[config.mk]
export PLATFORM = sky130hd
export DESIGN_NAME = dac_piso_tx
export DESIGN_NICKNAME = d
export VERILOG_FILES = /design/src/rtl/dac_piso_tx.sv
export SDC_FILE = /design/constraint.sdc
export NUM_CORES = 1
export LEC_CHECK = 0
export BUFFER_PORTS_ARGS = -buffer_cell sky130_fd_sc_hd__buf_4
export CAP_MARGIN = 10
export CELL_PAD_IN_SITES_DETAIL_PLACEMENT = 2
export CELL_PAD_IN_SITES_GLOBAL_PLACEMENT = 2
export CORE_MARGIN = 2
export CORE_UTILIZATION = 30
export DETAILED_ROUTE_END_ITERATION = 8
export PLACE_DENSITY_LB_ADDON = 0.05
export SLEW_MARGIN = 20
export SYNTH_ARGS = -nofsm -noshare
export SYNTH_HDL_FRONTEND = slang
export SYNTH_SLANG_ARGS = --single-unit
[constraint.sdc]
create_clock -name clk_i -period 2.2 [get_ports clk_i]
set_clock_uncertainty 0.15 [all_clocks]
set_input_delay 0.55 -clock clk_i [delete_from_list [all_inputs] [get_ports clk_i]]
set_output_delay 0.55 -clock clk_i [all_outputs]
set_load 0.02 [all_outputs]
[src/rtl/dac_piso_tx.sv]
// rtl/dac_piso_tx.sv - Parallel-in serial-out transmitter for an SPI-style DAC.
// MSB first; data changes on the sclk falling edge, the DAC samples on the rising edge.
module dac_piso_tx #(
    parameter int Width  = 16,
    parameter int ClkDiv = 4
) (
    input  logic             clk_i,
    input  logic             rst_i,
    input  logic             start_i,
    input  logic [Width-1:0] din_i,
    output logic             sclk_o,
    output logic             cs_o,
    output logic             mosi_o,
    output logic             busy_o,
    output logic             done_o
);
    localparam int BitW = $clog2(Width);
    localparam logic [7:0]      DivLast = 8'(ClkDiv - 1);
    localparam logic [BitW-1:0] BitLast = BitW'(Width - 1);

    typedef enum logic [2:0] {IDLE, SETUP, SHIFT, HOLD, DONE} state_t;

    state_t            state_q;
    logic [7:0]        div_q;
    logic [BitW-1:0]   bit_q;
    logic [Width-1:0]  shreg_q;
    logic              sclk_q, cs_q, mosi_q, busy_q, done_q;
    logic              div_last;

    assign div_last = (div_q == DivLast);

    always_ff @(posedge clk_i or posedge rst_i) begin
        if (rst_i) begin
            state_q <= IDLE;
            div_q   <= '0;
            bit_q   <= '0;
            shreg_q <= '0;
            sclk_q  <= 1'b0;
            cs_q    <= 1'b1;
            mosi_q  <= 1'b0;
            busy_q  <= 1'b0;
            done_q  <= 1'b0;
        end else begin
            case (state_q)
                IDLE: begin
                    busy_q <= 1'b0;
                    done_q <= 1'b0;
                    if (start_i) begin
                        state_q <= SETUP;
                        shreg_q <= din_i;
                        div_q   <= '0;
                        bit_q   <= '0;
                        cs_q    <= 1'b0;
                        mosi_q  <= din_i[Width-1];
                        busy_q  <= 1'b1;
                    end
                end
                SETUP: begin
                    if (div_last) begin
                        state_q <= SHIFT;
                        div_q   <= '0;
                        sclk_q  <= 1'b1;
                    end else begin
                        div_q <= div_q + 8'd1;
                    end
                end
                SHIFT: begin
                    if (div_last) begin
                        div_q <= '0;
                        if (sclk_q) begin
                            sclk_q <= 1'b0;
                            // The last bit is held through HOLD, so no shift after it.
                            if (bit_q != BitLast) begin
                                shreg_q <= shreg_q << 1;
                                mosi_q  <= shreg_q[Width-2];
                            end
                        end else if (bit_q == BitLast) begin
                            state_q <= HOLD;
                        end else begin
                            bit_q  <= bit_q + 1'b1;
                            sclk_q <= 1'b1;
                        end
                    end else begin
                        div_q <= div_q + 8'd1;
                    end
                end
                HOLD: begin
                    if (div_last) begin
                        state_q <= DONE;
                        div_q   <= '0;
                        cs_q    <= 1'b1;
                        mosi_q  <= 1'b0;
                        done_q  <= 1'b1;
                    end else begin
                        div_q <= div_q + 8'd1;
                    end
                end
                DONE: begin
                    state_q <= IDLE;
                    shreg_q <= '0;
                    bit_q   <= '0;
                    busy_q  <= 1'b0;
                    done_q  <= 1'b0;
                end
                default: state_q <= IDLE;
            endcase
        end
    end

    assign sclk_o = sclk_q;
    assign cs_o   = cs_q;
    assign mosi_o = mosi_q;
    assign busy_o = busy_q;
    assign done_o = done_q;
endmodule

==> impl_metrics.toml <==
[global_routing]
overflow = 0
grt_max_degree = 36
grt_pass1_vias = 1864
antenna_found_initial = 0
grt_usage = 0.170
grt_pass1_wl_mm = 9.72

[route]
antenna_left = 0
drc = 0
via_per_inst = 5.44
drt_first_iter_violations = 50
wl_mm = 5.58
vias = 1610
dr.pass1.iters = 4
wire_per_inst_um = 18.9

[setup_path]
crit_chain = "ha_2 > nor4b_4 > a31oi_2 > or3_1 > buf_12 > mux2_4"
worstRegToRegCells = 6
rrSetupSlack_ps = 110
crit_required_ps = 2220
end_kind = "register"
critPathLaunchType = "register"
critPathMaxFanout = 15
slowest_stage = "or3_1"
worstSetupPathType = "reg -> reg"
r2r_end = "shreg_q[2]"
worst_ep_arrival_time_ps = 2110
critPathMaxStageDelay_ps = 410
r2r-start = "div_q[1]"

[logic_synthesis]
yosysMostFrequentCell = "dfrtp_1"
synthCells = 182
synthTopCellsByArea = "dfrtp_1, mux2_4, a22o_1, mux2_2, o21ai_0"
async_flop_share = 1.00
ys_seq_area_frac = 0.453
synth_edf_count = 0
avgSynthCellArea_sq_um = 10.6
ys_warn_count = 0
ys_types = 46
synth-seq-cells = 35
yosys.area.top_type = "dfrtp_1"
synth_nets = 203
synthFlopType = "dfrtp_1"
synth.top_cells.by_count = "dfrtp_1, a22o_1, o21ai_0"
yosysTopAreaCellShare = 0.440
synthesis.area_sq_um = 1930

[worst_hold_path]
min_path_type = "in -> async"

[die]
dieArea_sq_um = 7110
die-width_um = 84.3
rows = 29
floorplan.io_pins = 24
start_util = 0.308
fp.dieH_um = 84.3
coreArea_sq_um = 6280

[run_status]
outcome = "completed"

[placed_design]
dp.cells = 286
hpwlAfterDp_mm = 4.05
gp_congestion = 0.808
numPortBuffers = 23
dp_slack_ps = 40.8

[finish]
drive_gt1_frac = 0.352
antenna_cells = 0
layout.cells.non_filler = 296
area_growth_pct = 22.4
nets = 239
regArea_sq_um = 877
nFillCells = 668
multiInputGateArea_sq_um = 986

[clock_tree]
cts_max_level = 2
cts_buffers = 5
clock_tree.root_cell = "clkbuf_8"
cts_sinks = 35
clk_pin_slew_ps = 70
cts_tree = "yes"
cts_max_path_buffers = 2
clk_latency_ps = 290

[timing]
relSlewSlack = 0.685
finalMaxSlewViolations = 0
tightest_slew_ps = 473
hold_viol = 0
max_freq_mhz = 477
min_period_ps = 2090
timing.final.ws_setup_ps = 106
finalCritPeriodShare = 0.952
setup_violations = 0

[power]
p_leak_nw = 1.14
power.density_nw_per_um2 = 494
vdd_drop_max_mv = 0.166

[run]
drv_cap = 0
==> logic make-up after synthesis <==
logic type,count (synthesis),synth area share
and+or+nand+nor,57,0.170
AOI/OAI and AO/OA,56,0.208
DFF,35,0.453
buffers and inverters,15,0.0414
muxes,15,0.105
xor gates and xnor gates,2,0.00906
adders and majority gates,2,0.0129
==> cell type report <==
cell class / instances / area share
Sequential cell: 35 / 0.370
Tap cell: 77 / 0.0407
Inverter: 4 / 0.00634
Timing Repair Buffer: 40 / 0.132
Clock buffer: 7 / 0.0322
Clock inverter: 1 / 0.00211
Multi-Input combinational cell: 132 / 0.416
==> worst max-delay path by stage <==
| stage | startpoint | to | slack, ps | cells after the start |
|---|---|---|---|---|
| after floorplan | div_q[0] | shreg_q[13] | -110 | 7 |
| after global placement | start_i | mosi_o | 140 | 5 |
| after detailed placement | start_i | mosi_o | 40 | 5 |
| after CTS | div_q[1] | mosi_o | 40 | 6 |
| after global routing | div_q[1] | div_q[7] | -40 | 8 |
| final | div_q[1] | shreg_q[2] | 110 | 6 |
==> per-stage QoR <==
| stage | area [sq um] | TNS (ps) | util | hold slack, ps | total power, mW |
|---|---|---|---|---|---|
| 6_report | 2370 | 0 | 0.377 | 228 | 1.17 |
| 5_1_grt | 2370 | -35.2 | 0.377 | 286 | 1.24 |
| 4_1_cts | 2350 | 0 | 0.374 | 240 | 1.19 |
| 3_5_place_dp | 2270 | 0 | 0.361 | 349 | 0.725 |
| 3_3_place_gp | 2270 | 0 | 0.361 | 338 | 0.722 |
| 2_1_floorplan | 1940 | -1030 | - | 301 | 0.686 |
==> power breakdown <==
| part | switching [mW] | leakage [nW] | internal [mW] |
|---|---|---|---|
| combinational | 0.0299 | 0.668 | 0.0358 |
| sequential | 0.000574 | 0.433 | 0.644 |
| clock | 0.238 | 0.0422 | 0.222 |
==> routing by layer <==
| layer | share of wire | track usage | wire length, um |
|---|---|---|---|
| met1 | 0.46 | 0.218 | 2550 |
| met2 | 0.51 | 0.298 | 2870 |
| met3 | 0.024 | 0.0265 | 133 |
| met4 | 0.0054 | 0.0440 | 30 |
| met5 | 0 | 0 | 0 |
==> critical path, delay by kind of cell, from the launching register on <==
kind	cells	cell delay (ps)
buf+inv	1	180
fa+ha+maj	1	190
mux	1	300
flops	1	390
compound gates	1	140
simple gates	2	630
==> repair_timing <==
item / in CTS / in global routing
gates resized for setup: 0 / 1
hold buffers: 0 / 0
setup endpoints to repair: 0 / 10
buffers inserted: 0 / 2
==> layout by cell type (no fill, tap or decap), drive strengths merged <==
cell type,Yosys,routed
a211o,2,2
a211oi,1,1
a21o,1,1
a21oi,8,8
a221o,1,1
a22o,15,15
a2bb2oi,1,1
a31o,1,1
a31oi,7,7
a41o,1,1
and2,3,3
and3,3,3
and4,1,1
buf,2,40
clkbuf,9,7
clkinv,0,1
dfrtp,34,34
dfstp,1,1
ha,2,2
inv,4,4
mux2,15,15
nand2,10,10
nand2b,3,3
nand3,5,5
nand4,2,2
nor2,10,10
nor2b,5,5
nor3,6,6
nor4,1,1
nor4b,2,2
o21ai,12,12
o21ba,1,1
o31a,1,1
o31ai,4,4
or2,1,1
or3,3,3
or3b,1,1
or4,1,1
xor2,2,2
==> registers in the layout, indices dropped and copies added (netlist names) <==
| name | flops |
|---|---|
| busy_o | 1 |
| shreg_q | 15 |
| done_o | 1 |
| cs_o | 1 |
| sclk_o | 1 |
| state_q | 3 |
| mosi_o | 1 |
| div_q | 8 |
| bit_q | 4 |
No activity file was read; power rests on OpenSTA's default activity.
